==> config.mk <==
export PLATFORM = sky130hd
export DESIGN_NAME = hash_table_arbiter
export DESIGN_NICKNAME = d
export VERILOG_FILES = /design/src/rtl/hash_table_arbiter.sv
export SDC_FILE = /design/constraint.sdc
export NUM_CORES = 1
export LEC_CHECK = 0
export BUFFER_PORTS_ARGS = -buffer_cell sky130_fd_sc_hd__buf_2
export CORE_AREA = 2 2 186 188
export DETAILED_ROUTE_END_ITERATION = 6
export DIE_AREA = 0 0 188 190
export HOLD_SLACK_MARGIN = 0.15
export PLACE_DENSITY = 0.56
export SLEW_MARGIN = 20
export SYNTH_ARGS = -nofsm -noshare
export SYNTH_HDL_FRONTEND = slang
export SYNTH_SLANG_ARGS = --single-unit
==> constraint.sdc <==
create_clock -name clk -period 7.13 [get_ports clk]
set_input_delay 0 -clock clk [delete_from_list [all_inputs] [get_ports clk]]
set_output_delay 0 -clock clk [all_outputs]
set_load 0.01 [all_outputs]
==> src/rtl/hash_table_arbiter.sv <==
// Round-robin sharing of one hash-table command/response port among several clients.
// A registered issue stage drives the table, and an in-order tag FIFO routes each response back to its requester.
module hash_table_arbiter #(
  parameter  int KEY_WIDTH      = 32,
  parameter  int DATA_WIDTH     = 30,
  parameter  int NUM_REQUESTERS = 4,
  parameter  int TAG_FIFO_DEPTH = 16,
  localparam int W              = 2 + KEY_WIDTH + DATA_WIDTH,
  localparam int TW             = $clog2(NUM_REQUESTERS),
  localparam int CW             = $clog2(TAG_FIFO_DEPTH) + 1
) (
  input  logic                        clk,
  input  logic                        reset,
  input  logic [NUM_REQUESTERS-1:0]   req_valid_i,
  output logic [NUM_REQUESTERS-1:0]   req_ready_o,
  input  logic [NUM_REQUESTERS*W-1:0] req_data_i,
  output logic [NUM_REQUESTERS-1:0]   rsp_valid_o,
  input  logic [NUM_REQUESTERS-1:0]   rsp_ready_i,
  output logic [W-1:0]                rsp_data_o,
  output logic                        tbl_valid_o,
  input  logic                        tbl_ready_i,
  output logic [W-1:0]                tbl_data_o,
  input  logic                        tbl_valid_i,
  output logic                        tbl_ready_o,
  input  logic [W-1:0]                tbl_data_i,
  output logic [CW-1:0]               outstanding_o,
  output logic                        err_o
);

  localparam int AW = $clog2(TAG_FIFO_DEPTH);

  logic [TW-1:0] last_grant;
  logic [TW-1:0] winner;
  logic [TW-1:0] idx;
  logic          found;
  logic          can_accept;
  logic          accept;

  logic [TW-1:0] tag_mem [TAG_FIFO_DEPTH];
  logic [AW-1:0] wr_ptr;
  logic [AW-1:0] rd_ptr;
  logic [CW-1:0] count;
  logic          fifo_empty;
  logic          push;
  logic          pop;
  logic [TW-1:0] head_tag;

  // Search starts one past the last grant so every client is served in turn.
  always_comb begin
    found  = 1'b0;
    winner = last_grant;
    idx    = last_grant;
    for (int i = 1; i <= NUM_REQUESTERS; i++) begin
      idx = TW'((int'(last_grant) + i) % NUM_REQUESTERS);
      if (!found && req_valid_i[idx]) begin
        found  = 1'b1;
        winner = idx;
      end
    end
  end

  // Depth check uses the registered count, so a same-cycle pop never frees a slot early.
  assign can_accept = (!tbl_valid_o || tbl_ready_i) && (count < CW'(TAG_FIFO_DEPTH));
  assign accept     = found && can_accept;

  always_comb begin
    req_ready_o = '0;
    if (accept) req_ready_o[winner] = 1'b1;
  end

  always_ff @(posedge clk or posedge reset) begin
    if (reset) begin
      tbl_valid_o <= 1'b0;
      tbl_data_o  <= '0;
      last_grant  <= TW'(NUM_REQUESTERS - 1);
    end else begin
      if (accept) begin
        tbl_valid_o <= 1'b1;
        tbl_data_o  <= req_data_i[int'(winner)*W +: W];
        last_grant  <= winner;
      end else if (tbl_ready_i) begin
        tbl_valid_o <= 1'b0;
      end
    end
  end

  assign fifo_empty = (count == '0);
  assign push       = accept;
  assign pop        = tbl_valid_i && tbl_ready_o && !fifo_empty;
  assign head_tag   = tag_mem[rd_ptr];

  always_ff @(posedge clk) begin
    if (push) tag_mem[wr_ptr] <= winner;
  end

  always_ff @(posedge clk or posedge reset) begin
    if (reset) begin
      wr_ptr <= '0;
      rd_ptr <= '0;
      count  <= '0;
      err_o  <= 1'b0;
    end else begin
      if (push) wr_ptr <= wr_ptr + 1'b1;
      if (pop)  rd_ptr <= rd_ptr + 1'b1;
      case ({push, pop})
        2'b10:   count <= count + 1'b1;
        2'b01:   count <= count - 1'b1;
        default: count <= count;
      endcase
      if (tbl_valid_i && fifo_empty) err_o <= 1'b1;
    end
  end

  assign outstanding_o = count;

  // With nothing outstanding the table is always drained, so a stray beat cannot wedge it.
  always_comb begin
    rsp_valid_o = '0;
    rsp_data_o  = tbl_data_i;
    tbl_ready_o = 1'b1;
    if (!fifo_empty) begin
      rsp_valid_o[head_tag] = tbl_valid_i;
      tbl_ready_o           = rsp_ready_i[head_tag];
    end
  end

endmodule

## After elaboration in Yosys (flattened, before gate mapping)

Memory sizes are Yosys's and may differ from the RTL's.
Cells that the tools add are included.

| storage, ports and cells | value |
|---|---|
| memories kept | 1 |
| logic and storage cells | 78 |
| bits in latches | 0 |
| bits in read-only memories | 0 |
| bits in writable memories | 32 |
| output and inout bits | 144 |
| bits in registers | 81 |
| input port bits | 332 |

| cells by class | value |
|---|---|
| reductions and logical operators | 19 |
| shift operators | 1 |
| bitwise operators | 1 |
| multipliers | 0 |
| add/sub/neg operators | 8 |
| order comparisons | 9 |
| divide/modulo/power cells | 0 |
| mux-type cells | 30 |
| equality and inequality tests | 2 |

Memories:

| memory | words | bits a word | read ports | clocked after Yosys merged registers in | wr ports | RTL line | source |
|---|---|---|---|---|---|---|---|
| tag_mem | 16 | 2 | 1 | 0 | 1 | 39 | `logic [TW-1:0] tag_mem [TAG_FIFO_DEPTH];` |

Operators by type and width:

| operator | number |
|---|---|
| variable part select 256 x 9 -> 64 bit | 1 |
| < comparator 2 x 3 -> 1 bit, second input constant | 6 |
| two-way mux 1 bit | 16 |
| binary-select mux 1 bit (select 2 bit) | 5 |
| logical AND 1 bit | 10 |
| one-hot mux 5 bit (2 select lines) | 1 |
| adder 4 x 1 -> 4 bit, second input constant | 2 |
| two-way mux 2 bit | 4 |
| two-way mux 4 bit | 2 |
| adder 5 x 1 -> 5 bit, second input constant | 1 |
| logical NOT 1 bit | 5 |
| logical NOT 5 bit | 1 |
| < comparator 5 bit, second input constant | 1 |
| subtractor 5 x 1 -> 5 bit, second input constant | 1 |
| adder 2 x 1 -> 2 bit, second input constant | 2 |
| adder 2 bit, second input constant | 2 |
| AND 4 bit | 1 |
| demux 1 bit (select 2 bit) | 2 |
| >= comparator 2 x 1 -> 1 bit, second input constant | 2 |
| nonzero test 2 bit | 2 |
| == test 2 x 1 -> 1 bit, second input constant | 1 |
| == test 2 bit, second input constant | 1 |
| logical OR 1 bit | 1 |

## Depth between registers and ports, before layout

Gate-level depths: netlist of the first run.

| logic depth | value |
|---|---|
| depth in word-level cells | 18 |
| gate-level depth with buffers | 16 |
| mapped depth without buffers | 14 |

## Least setup slack after synthesis of the first run

OpenSTA, ideal clock, no wires.

| timing path | value |
|---|---|
| path kind | register -> register |
| from | reg rd_ptr[2] |
| to | reg count[4] (netlist: outstanding_o[4]) |
| cell stages (with the launch flop) | 16 |
| clock period less this slack | 3.250 ns |
| library setup time | 0.123 ns |
| arrival time | 3.127 ns |
| setup slack | 3.880 ns |
| data required time | 7.007 ns |
| cells stage by stage | dfrtp_1 -> buf_6 -> mux4_2 -> a22o_1 -> or3_1 -> and2_4 -> o22ai_4 -> ha_1 -> inv_1 -> fa_1 -> inv_1 -> a21o_1 -> a21oi_1 -> xnor2_1 -> nor2_1 -> xnor2_1 |

| between the ends | value |
|---|---|
| cells in the longest elaborated chain, start to end | 8 |

Ends and longest elaborated chain:

| what | RTL line | source |
|---|---|---|
| start, declared | 41 | `logic [AW-1:0] rd_ptr;` |
| start signal, assigned | 104 | `if (pop) rd_ptr <= rd_ptr + 1'b1;` |
| memory (16 x 2 bit) * | - |  |
| binary-select mux 1 bit (select 2 bit) * | 123 | `tbl_ready_o = rsp_ready_i[head_tag];` |
| two-way mux 1 bit (implied by the code) * | 123 |  |
| two-way mux 1 bit * | 121 | `if (!fifo_empty) begin` |
| logical AND 1 bit * (2 in series) | 89 | `assign pop = tbl_valid_i && tbl_ready_o && !fifo_empty;` |
| named net pop | 45 | `logic pop;` |
| == test 2 x 1 -> 1 bit / == test 2 bit (equally long branches) | 105 | `case ({push, pop})` |
| one-hot mux 5 bit (2 select lines) / nonzero test 2 bit (equally long branches) | - |  |
| end signal, assigned | 106 | `2'b10: count <= count + 1'b1;` |
| end signal, assigned | 107 | `2'b01: count <= count - 1'b1;` |
| end signal, assigned | 108 | `default: count <= count;` |
| end, declared | 42 | `logic [CW-1:0] count;` |

The timed path passes the listed nets; every way through them passes the cells marked *. The select of a mux whose other input is x is not followed.
A chain may end at the register's enable or synchronous reset.

## Final worst setup path of the first run

Same ends and word-level chain as after synthesis.

==> results.txt, run 1 <==
ys async rst share: 0.717
top post-synthesis cells by area: dfrtp_1 (27%), edfxtp_1 (13%), nand2_1 (11%)
post-layout minimum cycle time: 4.19 ns
critical path class: flop to flop
Mapped Cells: 831
Syn Area/Cell: 8.78 sq um
area delta synth->final: 66.4%
required time of the critical path: 7.43 ns
first-pass GRT wire length: 41000 um
Ports: 476
GRT Residual Overflow: 0
CP arrival: 4.48 ns
via count: 7842
Synth Flop Type: dfrtp_1
Yosys warning total: 0
Max-cap violations: 0
DP Area: 8950 sq um
PD cells: 400 nW/um^2
DP HPWL: 18000 um
Die Area: 35700 sq um
Worst setup EP type: flop
Final Cell Area: 12100 sq um
fin crit share: 0.587
leak pwr: 5.80 nW
drt total wl: 26700 um
layout cells sized above 1: 0.302
RSZ-0062 raised after global routing: false
DR vias/cell: 4.33
cell accounting for the most synthesized area: dfrtp_1
initial antenna violation count: 0
skew final: 0.0141 ns
Final #Nets: 1685
GRT Overall Usage: 0.144
Root Buffer: clkbuf_16
EDFF count, synth: 32
worst hold path class: primary input to flop
Die H: 190 um
diode count: 0
insertion delay to the later sink of the worst-skew pair: 0.42 ns
initial core utilization: 0.215
largest net degree at the start of global routing: 92
syn nets: 1173
Rel. slew slack: 0.436
drt first pass iters: 4
DR DRC count: 0
post-synthesis cell area: 7290 sq um
CTS Buf Count: 17
register bit count reported by yosys: 113
Std-Cell Rows: 68
Max Freq: 239 MHz
# setup viols final: 0
CTS clock-pin slew for the worst setup and hold paths: 0.06 ns
Worst Setup Start Kind: flop
core area: 33900 sq um
GPL Wtd Cong: 0.792
PortBufs: 347
Peak VDD IR: 159 uV
ANT nets after route: 0
Yosys cell types: 50
Fill cells: 3408
final hold violations: 0
Synth top area share: 0.271
Seq/Total Area, Yosys: 0.410
Synth top cells by count: nand2_1 (209), dfrtp_1 (79), and2_1 (78), and3_1 (69)
outcome: complete, no violations
Max Fanout on Critical Path: 10
CTS max path bufs: 2
1st-iter DRT viols: 259
CTS tree: done
Clock Sink Count: 113
Avg WL per Cell: 14.8 um
final slew viol count: 0
most frequent cell after synthesis: nand2_1
worst-margin pin slew: 0.846 ns
CTS H-tree depth: 4
Die Width: 188 um
number of global-route vias before repair: 7941
final setup TNS: 0 ns
[critical path: stages (launching register included)]
cell and delay [ns]:
dfrtp_1 0.61, mux4_2 0.55, a22o_1 0.24, or2_1 0.32
mux2i_4 0.22, dlygate4sd3_1 0.62, o22ai_4 0.16, ha_1 0.25
inv_1 0.10, fa_1 0.40, inv_1 0.07, a21o_1 0.11
a21oi_1 0.07, xnor2_1 0.15, nor2_1 0.07, xnor2_1 0.12
[metrics by stage]
step                setup slack (ns)  hold slack [ns]  std cells  utilization  total power [mW]
detailed placement              3.48          -0.0166       1514        0.264              3.34
global placement                3.52          -0.0219       1514        0.264              3.32
floorplan                       3.88           0.0918        831            -              2.68
CTS                             2.90            0.176       1811        0.358              4.90
finish                          2.94            0.193       1811        0.358              4.85
global route                    2.66            0.229       1811        0.358              5.27
[report_power, final]
part,switching [mW],leakage [nW],internal (mW)
Clock,0.348,0.252,0.446
Combinational,1.43,4.27,1.50
Sequential,0.174,1.27,0.956
Total,1.95,5.80,2.91
[repair_timing]
item | in CTS | in global routing
setup buffers | 0 | 0
hold buffers | 265 | 0
hold endpoints to repair | 156 | 0
resized for setup | 0 | 0
[worst paths after layout]
| check | slack [ns] | from | end | cells past startpoint |
|---|---|---|---|---|
| hold reg to reg | 0.51 | err_o$_DFFE_PP0P_ | err_o$_DFFE_PP0P_ | 1 |
| max in group asynchronous | 5.32 | reset | tbl_data_o[47]$_DFFE_PP0P_ | 5 |
| hold / removal | 0.19 | req_valid_i[1] | last_grant[0]$_DFFE_PP1P_ | 5 |
| min in group asynchronous | 0.67 | reset | tbl_data_o[15]$_DFFE_PP0P_ | 4 |
| setup reg to reg | 2.94 | rd_ptr[2]$_DFFE_PP0P_ | outstanding_o[4]$_DFFE_PP0P_ | 15 |
| setup / recovery | 2.94 | rd_ptr[2]$_DFFE_PP0P_ | outstanding_o[4]$_DFFE_PP0P_ | 15 |
[state kept, by name, indices dropped and copies added (netlist names)]
signal / cells
tbl_data_o: 64
outstanding_o: 5
tbl_valid_o: 1
tag_mem: 32
err_o: 1
wr_ptr: 4
last_grant: 2
rd_ptr: 4
[cell families after synthesis]
kind of cell               synth area share
buffers and inverters                 0.108
xor gates and xnor gates             0.0132
DFF                                   0.410
and+or+nand+nor                       0.260
adders and majority gates            0.0182
muxes                                0.0322
AOI/OAI and AO/OA                     0.158
[area by class of cell]
cell class | instances | area [sq um] | area share
multi-input cells | 578 | 3540 | 0.291
clock buffers | 17 | 425 | 0.0350
repair buffers | 620 | 4450 | 0.367
flip-flops and latches | 113 | 2990 | 0.246
well taps | 455 | 569 | 0.0469
clock inverters | 15 | 110 | 0.00907
inverters | 13 | 56.3 | 0.00464
[routing by layer]
metal | track usage | up-vias | routed length [um]
li1 | - | 3850 | -
met1 | 0.164 | 3671 | 10900
met5 | 0 | - | 0
met4 | 0.0478 | 0 | 566
met2 | 0.273 | 284 | 14000
met3 | 0.0232 | 37 | 1190
[cells in the final DEF (no fill, tap or decap), types with 10 or more instances in the layout]
cell type and instances:
buf_2 347, dlygate4sd3_1 265, nand2_1 209, dfrtp_1 79, and2_1 78, and3_1 69
o31ai_1 65, a211oi_1 64, edfxtp_1 32, clkbuf_16 17, inv_1 10, nor2_1 10
No activity file was read; power rests on OpenSTA's default activity.
==> run 2: changes to the inputs <==
clock period = 4 ns   (was 7.13 ns; I/O delays follow)
==> results.txt, run 2 (synthesis results as in run 1) <==
Std-Cell Rows: 68
skew final: 0.00796 ns
CTS Buf Count: 17
final hold violations: 0
metal3 WL: 1200 um
met2 routed WL: 14500 um
Peak VDD IR: 410 uV
first-pass GRT wire length: 41900 um
Die Width: 188 um
DP HPWL: 17900 um
core area: 33900 sq um
Die H: 190 um
Die Area: 35700 sq um
Final WS setup: 0.269 ns
Final Cell Area: 12300 sq um
# setup viols final: 0
DR vias/cell: 4.39
number of global-route vias before repair: 8034
Top reg by flops: tbl_data_o
final slew viol count: 0
initial antenna violation count: 0
Ports: 476
1st-iter DRT viols: 232
Max Freq: 268 MHz
area delta synth->final: 68.2%
RSZ-0062 raised after global routing: false
critical path, cell by cell: mux4_2, a22o_1, or3_1, and2_4, o22ai_4, ha_1, inv_1, fa_1, inv_1, a21o_1, a21oi_1, xnor2_1, nor2_1, xnor2_1
max reg flops: 64
outcome: complete, no violations
worst-margin pin slew: 0.650 ns
largest net degree at the start of global routing: 132
GPL Wtd Cong: 0.819
drt total wl: 27300 um
Max-cap violations: 0
PD cells: 737 nW/um^2
Worst setup EP type: flop
Clock Sink Count: 113
cell family with most CP delay: adder cells
WP buf/inv: 2
Worst Hold Launch: rsp_ready_i[1]
fin crit share: 0.933
diode count: 0
commonest non-fill, non-tap cell in the layout: buf_2
Root Buffer: clkbuf_16
Rel. slew slack: 0.566
CTS tree: done
ANT nets after route: 0
GRT Residual Overflow: 0
hold_ws: 0.182 ns
CP arrival: 4.02 ns
drt first pass iters: 4
CTS max path bufs: 2
Final #Nets: 1683
CTS H-tree depth: 4
launch point of the worst reg-to-reg path: rd_ptr[2]$_DFFE_PP0P_
worst hold path class: primary input to flop
Max Fanout on Critical Path: 10
Worst Setup Start Kind: flop
Worst Setup SP: rd_ptr[2]$_DFFE_PP0P_
insertion delay to the later sink of the worst-skew pair: 0.41 ns
GRT Overall Usage: 0.148
dpl ws: 0.235 ns
final setup TNS: 0 ns
Critical Path Slowest Stage Cell: dfrtp_1
Resized Gates After CTS: 0
met1 wire length: 11000 um
critical path class: flop to flop
required time of the critical path: 4.29 ns
PortBufs: 347
DP Area: 9000 sq um
Worst path max stage delay: 0.65 ns
layout cells sized above 1: 0.299
post-layout minimum cycle time: 3.73 ns
CTS clock-pin slew for the worst setup and hold paths: 0.06 ns
DR DRC count: 0
leak pwr: 5.86 nW
initial core utilization: 0.215
Avg WL per Cell: 15.1 um
uppermost routed layer: met4
most frequent cells in the layout: buf_2 (347), dlygate4sd3_1 (263), nand2_1 (209), dfrtp_1 (79), and2_1 (78)
via count: 7933
-- run 2: repair_timing --
item | in CTS | in global routing
hold buffers | 263 | 0
hold endpoints to repair | 177 | 0
setup endpoints to repair | 0 | 0
buffers inserted | 0 | 0
-- run 2: worst reg2reg max path, delay by kind of cell (launching register included) --
kind                     cells  cell delay [ns]
adder cells (fa/ha/maj)      2             0.68
flip-flops                   1             0.65
AO/OA/AOI/OAI                4             0.64
AND/OR/NAND/NOR              3             0.63
multiplexers                 1             0.56
XOR/XNOR                     2             0.26
buffers and inverters        2             0.18
-- run 2: routing by layer --
| layer | vias up | GRT usage |
|---|---|---|
| li1 | 3849 | - |
| met1 | 3782 | 0.167 |
| met2 | 270 | 0.279 |
| met3 | 32 | 0.0277 |
| met4 | 0 | 0.0509 |
| met5 | - | 0 |
-- run 2: final timing paths --
| path | to | slack [ns] | cells after the start |
|---|---|---|---|
| worst min register to register | err_o$_DFFE_PP0P_ | 0.50 | 1 |
| worst max-delay path | outstanding_o[4]$_DFFE_PP0P_ | 0.27 | 14 |
| max in group asynchronous | last_grant[1]$_DFFE_PP1P_ | 2.80 | 4 |
| worst max register to register | outstanding_o[4]$_DFFE_PP0P_ | 0.27 | 14 |
| min in group asynchronous | tbl_data_o[12]$_DFFE_PP0P_ | 0.24 | 3 |
| worst min-delay path | rd_ptr[3]$_DFFE_PP0P_ | 0.18 | 5 |
-- run 2: report_power, final --
part           switching (mW)  internal [mW]
Sequential              0.315           1.70
Clock                   0.564           1.12
Combinational            2.60           2.74
Total                    3.48           5.56
-- run 2: cell type report --
| cell class | count | area [sq um] |
|---|---|---|
| clock buffers | 21 | 450 |
| well taps | 455 | 569 |
| inverters | 13 | 56.3 |
| repair buffers | 618 | 4480 |
| multi-input cells | 578 | 3540 |
| clock inverters | 11 | 184 |
| fillers | 3482 | 21700 |
| flip-flops and latches | 113 | 2990 |
-- run 2: per-stage QoR --
step	cells	power, mW	util
6_report	1809	9.04	0.361
5_1_grt	1809	9.77	0.361
4_1_cts	1809	9.10	0.361
3_5_place_dp	1514	6.06	0.265
3_3_place_gp	1514	5.98	0.265
2_1_floorplan	831	4.77	-
